File: src/rtl/msrv32_instr_queue_if.sv
// Fetch/decode handshake bundle for the instruction prefetch queue.
// The queue side uses the slave modport; fetch and decode drive via master.
interface msrv32_instr_queue_if #(
  parameter int DEPTH = 4
);
  localparam int PTR_W = $clog2(DEPTH);

  logic              imem_valid_in;
  logic [31:0]       imem_instr_in;
  logic [31:0]       imem_pc_in;
  logic              imem_ready_out;
  logic              dec_ready_in;
  logic              dec_valid_out;
  logic [6:0]        opcode_out;
  logic [24:0]       instr_out;
  logic [31:0]       pc_out;
  logic [PTR_W:0]    count_out;

  modport slave (
    input  imem_valid_in, imem_instr_in, imem_pc_in, dec_ready_in,
    output imem_ready_out, dec_valid_out, opcode_out, instr_out, pc_out, count_out
  );

  modport master (
    output imem_valid_in, imem_instr_in, imem_pc_in, dec_ready_in,
    input  imem_ready_out, dec_valid_out, opcode_out, instr_out, pc_out, count_out
  );
endinterface

File: src/rtl/msrv32_instr_queue.sv
// Instruction prefetch FIFO between imem and decode, show-ahead head output.
// Optional INSTR_QUEUE_BYPASS_EN: empty-queue push is forwarded to decode the same cycle.
module msrv32_instr_queue #(
  parameter int          DEPTH = 4,
  parameter logic [31:0] NOP   = 32'h0000_0013
) (
  input  logic                 clk_in,
  input  logic                 rst_n_in,
  input  logic                 flush_in,
  msrv32_instr_queue_if.slave  q
);
  localparam int PTR_W = $clog2(DEPTH);
  localparam logic [PTR_W:0] FULL_CNT = (PTR_W+1)'(DEPTH);

  typedef struct packed {
    logic [31:0] pc;
    logic [31:0] instr;
  } entry_t;

  entry_t         mem [DEPTH];
  logic [PTR_W:0] wr_ptr, rd_ptr, count;
  logic           full, empty, push, pop, wr_en, byp;
  entry_t         head;

  // Extra pointer MSB distinguishes full from empty; difference is occupancy.
  assign count = wr_ptr - rd_ptr;
  assign full  = (count == FULL_CNT);
  assign empty = (count == '0);

  always_comb begin
`ifdef INSTR_QUEUE_BYPASS_EN
    byp = empty & q.imem_valid_in & ~flush_in;
`else
    byp = 1'b0;
`endif
    push  = q.imem_valid_in & ~full & ~flush_in;
    pop   = ~empty & q.dec_ready_in & ~flush_in;
    // A bypassed entry taken by decode this cycle never lands in storage.
    wr_en = push & ~(byp & q.dec_ready_in);
    head  = '{pc: 32'h0, instr: NOP};
    if (!empty)   head = mem[rd_ptr[PTR_W-1:0]];
    else if (byp) head = '{pc: q.imem_pc_in, instr: q.imem_instr_in};
  end

  always_ff @(posedge clk_in or negedge rst_n_in) begin
    if (!rst_n_in) begin
      wr_ptr <= '0;
      rd_ptr <= '0;
    end else if (flush_in) begin
      wr_ptr <= '0;
      rd_ptr <= '0;
    end else begin
      if (wr_en) wr_ptr <= wr_ptr + 1'b1;
      if (pop)   rd_ptr <= rd_ptr + 1'b1;
    end
  end

  always_ff @(posedge clk_in) begin
    if (wr_en) mem[wr_ptr[PTR_W-1:0]] <= '{pc: q.imem_pc_in, instr: q.imem_instr_in};
  end

  assign q.imem_ready_out = ~full;
  assign q.dec_valid_out  = ~empty | byp;
  assign q.opcode_out     = head.instr[6:0];
  assign q.instr_out      = head.instr[31:7];
  assign q.pc_out         = head.pc;
  assign q.count_out      = count;
endmodule

File: src/flat_wrapper.sv
// flat-port wrapper written by rule: the top's interface ports become plain ports
module msrv32_instr_queue_flat 
#(
  parameter int          DEPTH = 4,
  parameter logic [31:0] NOP   = 32'h0000_0013
)
  (clk_in, rst_n_in, flush_in, q_imem_valid_in, q_imem_instr_in, q_imem_pc_in, q_dec_ready_in, q_imem_ready_out, q_dec_valid_out, q_opcode_out, q_instr_out, q_pc_out, q_count_out);
  msrv32_instr_queue_if #(.DEPTH(DEPTH)) q_i ();
  input  logic clk_in;
  input  logic rst_n_in;
  input  logic flush_in;
  input wire logic [$bits(q_i.imem_valid_in)-1:0] q_imem_valid_in;
  input wire logic [$bits(q_i.imem_instr_in)-1:0] q_imem_instr_in;
  input wire logic [$bits(q_i.imem_pc_in)-1:0] q_imem_pc_in;
  input wire logic [$bits(q_i.dec_ready_in)-1:0] q_dec_ready_in;
  output wire logic [$bits(q_i.imem_ready_out)-1:0] q_imem_ready_out;
  output wire logic [$bits(q_i.dec_valid_out)-1:0] q_dec_valid_out;
  output wire logic [$bits(q_i.opcode_out)-1:0] q_opcode_out;
  output wire logic [$bits(q_i.instr_out)-1:0] q_instr_out;
  output wire logic [$bits(q_i.pc_out)-1:0] q_pc_out;
  output wire logic [$bits(q_i.count_out)-1:0] q_count_out;
  assign q_i.imem_valid_in = q_imem_valid_in;
  assign q_i.imem_instr_in = q_imem_instr_in;
  assign q_i.imem_pc_in = q_imem_pc_in;
  assign q_i.dec_ready_in = q_dec_ready_in;
  assign q_imem_ready_out = q_i.imem_ready_out;
  assign q_dec_valid_out = q_i.dec_valid_out;
  assign q_opcode_out = q_i.opcode_out;
  assign q_instr_out = q_i.instr_out;
  assign q_pc_out = q_i.pc_out;
  assign q_count_out = q_i.count_out;
  msrv32_instr_queue #(.DEPTH(DEPTH), .NOP(NOP)) u_core (.clk_in(clk_in), .rst_n_in(rst_n_in), .flush_in(flush_in), .q(q_i));
endmodule
File: config.mk
export PLATFORM = sky130hd
export DESIGN_NAME = msrv32_instr_queue_flat
export DESIGN_NICKNAME = d
export VERILOG_FILES = /design/src/rtl/msrv32_instr_queue_if.sv /design/src/rtl/msrv32_instr_queue.sv /design/src/flat_wrapper.sv
export SDC_FILE = /design/constraint.sdc
export NUM_CORES = 1
export LEC_CHECK = 0
export ABC_AREA = 0
export BUFFER_PORTS_ARGS = -buffer_cell sky130_fd_sc_hd__buf_2
export CORE_MARGIN = 4
export CORE_UTILIZATION = 57
export DETAILED_ROUTE_END_ITERATION = 8
export GPL_ROUTABILITY_DRIVEN = 0
export HOLD_SLACK_MARGIN = 0.02
export PLACE_DENSITY = 0.77
export SYNTH_ARGS = -nofsm -noshare
export SYNTH_HDL_FRONTEND = slang
export SYNTH_SLANG_ARGS = --single-unit
File: constraint.sdc
create_clock -name clk_in -period 7.4 [get_ports clk_in]
set_clock_uncertainty 0.05 [all_clocks]
set_input_delay 0.37 -clock clk_in [delete_from_list [all_inputs] [get_ports clk_in]]
set_output_delay 0.37 -clock clk_in [all_outputs]
set_load 0.01 [all_outputs]
* Word-level counts from Yosys, hierarchy flattened
Memories as Yosys holds them, arrays and structs flattened. Cells that the tools add are included. W data, S select, Z words.
Storage, ports and cells: register bits after elaboration 6, RAM bits 256, output and inout bits 69, memories kept 1
Cells by class: $add $sub $neg 3, equal/unequal tests 1, mux-type cells 7, bitwise gates (word level) 7, reduce and logical (&&, ||, !) cells 3
Memories:
- u_core.mem | depth 4, bits a word 64, rd ports 1, clocked after Yosys merged registers in 0, wr ports 1, line msrv32_instr_queue.sv:20 | entry_t mem [DEPTH];
Operator list (number):
- $mux W64 | 1
- $mux W3 | 4
- $add A3 B1 Y3 const B | 2
- $and A1 B1 Y1 | 4
- $reduce_bool A2 Y1 | 2
- $eq A3 B3 Y1 const B | 1
- $logic_not A3 Y1 | 1
- $not A1 Y1 | 3
- $sub A3 B3 Y3 | 1
- $mux W1 | 2

* Logic depth before layout (Yosys ltp)
depth in word-level cells 7, gate-level depth with buffers 8, gate-level depth less buffers 6

* Worst setup path before layout
No wires, ideal clock.
path type reg2reg, from register u_core.wr_ptr[0], to memory u_core.mem[0][0] (netlist name) (enable), setup time 0.578 ns, arrival 6.214 ns, required time 6.772 ns, setup slack 0.558 ns, stages on the path, launching flop included 7, path buffers 0, clock period less this slack 6.842 ns, path through dfrtp_1 -> inv_1 -> ha_1 -> fa_1 -> xnor3_2 -> o21ai_0 -> nor3b_1
Between the ends: longest elaborated chain between the ends 7
RTL lines:
- start, declared | line msrv32_instr_queue.sv:21 | logic [PTR_W:0] wr_ptr, rd_ptr, count;
- start signal, assigned | line msrv32_instr_queue.sv:53 | if (wr_en) wr_ptr <= wr_ptr + 1'b1;
- $sub A3 B3 Y3 | line msrv32_instr_queue.sv:26 | assign count = wr_ptr - rd_ptr;
- $eq A3 B3 Y1 | line msrv32_instr_queue.sv:27 | assign full = (count == FULL_CNT);
- $not A1 Y1 | line msrv32_instr_queue.sv:36 | push = q.imem_valid_in & ~full & ~flush_in;
- $and A1 B1 Y1 (2 in a row) | line msrv32_instr_queue.sv:36
- $mux W1 | line msrv32_instr_queue.sv:59 | if (wr_en) mem[wr_ptr[PTR_W-1:0]] <= '{pc: q.imem_pc_in, instr: q.imem_instr_in};
- $mux W1 (not written as such) | line msrv32_instr_queue.sv:59
- end, declared | line msrv32_instr_queue.sv:20
Parallel ways exist; a longest one is shown, timed or not.

* Final worst setup path
from register u_core.rd_ptr[1], to memory u_core.mem[1][16] (netlist name) (enable)
Between the ends: longest elaborated chain between the ends 7
RTL lines:
- start, declared | line msrv32_instr_queue.sv:21
- start signal, assigned | line msrv32_instr_queue.sv:54 | if (pop) rd_ptr <= rd_ptr + 1'b1;
- $sub A3 B3 Y3 | line msrv32_instr_queue.sv:26
- $eq A3 B3 Y1 | line msrv32_instr_queue.sv:27
- $not A1 Y1 | line msrv32_instr_queue.sv:36
- $and A1 B1 Y1 (2 in a row) | line msrv32_instr_queue.sv:36
- $mux W1 | line msrv32_instr_queue.sv:59
- $mux W1 (not written as such) | line msrv32_instr_queue.sv:59
Every way passes these cells.

==> summary.md <==
| Metric | Value |
|---|---|
| Vias per std cell | `5.56` |
| HP Start | `q_imem_pc_in[29]` |
| GRT Util Overall | `19.7%` |
| Reg2Reg Launch Point | `u_core.rd_ptr[1]` |
| Vias in the first global route | `~5500` |
| Crit Path Class | `register to register` |
| Max clock buf depth | `3` |
| Status | `finished, final reports clean` |
| Required @ worst endpoint | `roughly 7500 ps` |
| Clock power frac | `27.9%` |
| Average size of a mapped cell | `~22 sq um` |
| Wirelength per Cell | `around 21 microns` |
| Num rows | `48` |
| FF-to-FF End | `u_core.mem[1][16]` |
| Top cell type's share of synthesized area | `about 74%` |
| First-pass GRT wire length | `a little over 30000 microns` |
| HP Class | `input port to register` |
| CP arrival | `around 4200 ps` |
| CTS tree | `done` |
| Area Growth Syn to Fin | `21.9%` |
| Switching part of the total | `a little under a third` |
| Synth Instances | `460` |
| Placed Instances | `806` |
| Clk pin slew, worst setup/hold paths | `around 60 ps` |
| Most common cell in the netlist | `edfxtp_1` |
| Die Y | `approximately 140 microns` |
| Largest net degree at the start of global routing | `68` |
| Die area | `0.0203 sq mm` |
| Htree depth | `1` |
| EDFF count, synth | `between 200 and 300` |
| Leak | `between 4 and 5 nW` |
| Die width | `about 140 microns` |
| WHS Endpoint | `u_core.mem[1][61]` |
| Core Box Area | `0.0175 sq mm` |
| Startpoint types | `register` |
| RSZ-0062 raised after global routing | `no` |
| DR iter-0 viols | `about 360` |
| YS warnings | `0` |
| Hold depth | `1` |
| ANT nets after route | `0` |
| Remaining Overflow, GRT | `0` |
| IO buf count | `approximately 140` |
| Final Cell Area | `roughly 0.013 sq mm` |
| Internal power | `about 0.0032 W` |
| Layout cells sized above 1 | `a little over two fifths` |
| Non-filler cells, final | `between 900 and 1000` |
| Final net count | `roughly 740` |
| Power Dens Cells | `365 mW/mm^2` |
| Post-synthesis cell type count | `33` |
| Critical path peak fanout | `67` |
| Post-synth top cells | `edfxtp_1 (256), mux4_2 (64), nor2b_1 (33)` |
| Seq/Total Area, Yosys | `between 70 and 80%` |
| Setup Buffers After CTS | `0` |
| Setup TNS | `0 ps` |
| Most used flip-flop cell after synthesis | `edfxtp_1` |
| Final Hold Fails | `0` |
| Async set-or-reset flop fraction in the synthesized netlist | `~2.3%` |
| Most area-hungry cell type in the Yosys netlist | `edfxtp_1` |
| Num Clock Sinks | `between 200 and 300` |
| DRT Wirelength | `~19000 microns` |
| Combinational power share | `between 30% and 40%` |
| FF+latch count, synth | `between 200 and 300` |
| Post-Synthesis Cell Area | `about 0.010 sq mm` |
| Peak Freq | `between 0.2 and 0.25 GHz` |
| Switch Pwr | `roughly 0.0014 W` |
| # diodes | `0` |
| Initial Util | `slightly below 60%` |
| Max-slew violation count | `0` |
| I/O pins | `between 100 and 150` |
| Maximum vdd drop | `roughly 0.38 mV` |
| DR pass1 iterations | `6` |
| Largest cells by area after synthesis | `edfxtp_1 (74%), mux4_2 (14%), nor2b_1 (2.0%), nor2b_2 (1.7%), dfrtp_1 (1.5%)` |
| Syn Nets | `approximately 540` |
| Clk root buf | `clkbuf_16` |
| MaxCap Viol Count | `0` |
| Vias | `between 5000 and 6000` |
| Final setup viols | `0` |
| CTS Buf Count | `26` |
| Initial antenna violation count | `1` |
| Worst slew pin tran | `approximately 1100 ps` |
| Dpl cell area | `between 0.01 and 0.015 sq mm` |
| Seq pwr share | `40.2%` |
| Crit path time final | `about 4100 ps` |
| Slew margin rel. | `roughly 28%` |
| DP HPWL | `11000 microns` |
| Period utilization | `a little under three fifths` |
| FF-to-FF path depth | `5` |
| Reg2Reg Setup Slack | `3260 ps` |
| CP Capture Type | `register` |
| Clk_lat worst skew | `roughly 510 ps` |
| Remaining DRCs | `0` |
state kept, by name, indices dropped and copies added (netlist names):
register	cells
u_core.wr_ptr	3
u_core.rd_ptr	3
u_core.mem	256
power groups by stage:
stage	clock network, W	logic (W)	registers (W)
final	0.00128	0.00147	0.00185
after global routing	0.00138	0.00160	0.00186
after CTS	0.00131	0.00150	0.00185
after detailed placement	0	0.00146	0.00188
after global placement	0	0.00143	0.00187
after floorplan	0	0.00107	0.00182
worst max-delay path: stages (launching register included):
cell and delay [ps]:
dfrtp_4 1070, fa_1 590, nand2_1 150, o21ai_0 240, nor3b_2 800, buf_4 790
metal layers:
metal  share of wire (%)  up-vias  track usage [%]
li1                    -     2262                -
met1                  41     2570             27.2
met2                  51      175             33.1
met3                 6.1       31             4.00
met4                 1.7        2             4.90
met5               0.067        -                0
layout by cell type (no fill, tap or decap), types with 2 or more instances in the layout:
master / instances
or2_1: 3
nor2_1: 5
clkbuf_1: 10
dlygate4sd3_1: 53
clkinv_2: 6
mux4_2: 64
buf_2: 137
nor2b_4: 10
a21oi_1: 2
buf_4: 6
nor3b_2: 4
clkbuf_16: 27
inv_1: 6
dfrtp_4: 2
nor2b_2: 20
nor2b_1: 33
dfrtp_1: 4
bufinv_16: 3
edfxtp_1: 256
mux2_2: 3
clkinv_1: 2
mux2i_1: 2
ha_1: 6
nand2_1: 3
nand2b_1: 4
how the worst max path moves through the flow:
| stage | start | to | slack, ps | cells after the start |
|---|---|---|---|---|
| 5_1_grt | u_core.rd_ptr[1] | u_core.mem[1][35] | 2980 | 5 |
| 4_1_cts | u_core.rd_ptr[1] | u_core.mem[1][35] | 3140 | 5 |
| 3_3_place_gp | u_core.rd_ptr[1] | u_core.mem[0][20] | 3280 | 5 |
| 2_1_floorplan | u_core.wr_ptr[0] | u_core.mem[0][0] | 560 | 6 |
| 6_report | u_core.rd_ptr[1] | u_core.mem[1][16] | 3260 | 5 |
| 3_5_place_dp | u_core.rd_ptr[1] | u_core.mem[1][25] | 3190 | 5 |
area by class of cell:
| type | count | area (sq um) |
|---|---|---|
| clock buffer | 37 | 713 |
| clock inverter | 11 | 128 |
| fill | 1091 | 4950 |
| inverter | 6 | 22.5 |
| multi-input combinational | 170 | 2330 |
| sequential | 262 | 7850 |
| tap | 225 | 282 |
| timing repair buffer | 196 | 1260 |
through the flow:
step / util, % / power (W) / hold slack (ps) / setup WS [ps]
3_5_place_dp: 63.9 / 0.00334 / 164 / 3190
2_1_floorplan: - / 0.00290 / 24.4 / 558
6_report: 71.8 / 0.00460 / 34.4 / 3260
5_1_grt: 71.8 / 0.00483 / 21.6 / 2980
3_3_place_gp: 63.9 / 0.00331 / 156 / 3280
4_1_cts: 71.7 / 0.00466 / 20.0 / 3140
timing repair:
item,CTS,global route
resized for setup,0,0
hold buffers,52,1
endpoints found under the setup margin,0,0
endpoints found under the hold margin,202,4
cell families (layout without fill, tap and decap cells):
kind of cell / Yosys count / in the layout / synth area share (%)
AOI/OAI and AO/OA: 6 / 6 / 0.376
xor gates and xnor gates: 1 / 1 / 0.230
adders and majority gates: 7 / 7 / 0.921
buffers and inverters: 28 / 250 / 1.67
DFF: 262 / 262 / 75.9
muxes: 69 / 69 / 14.5
and+or+nand+nor: 87 / 87 / 6.39
Note: power is estimated with default switching activity, not from simulation.
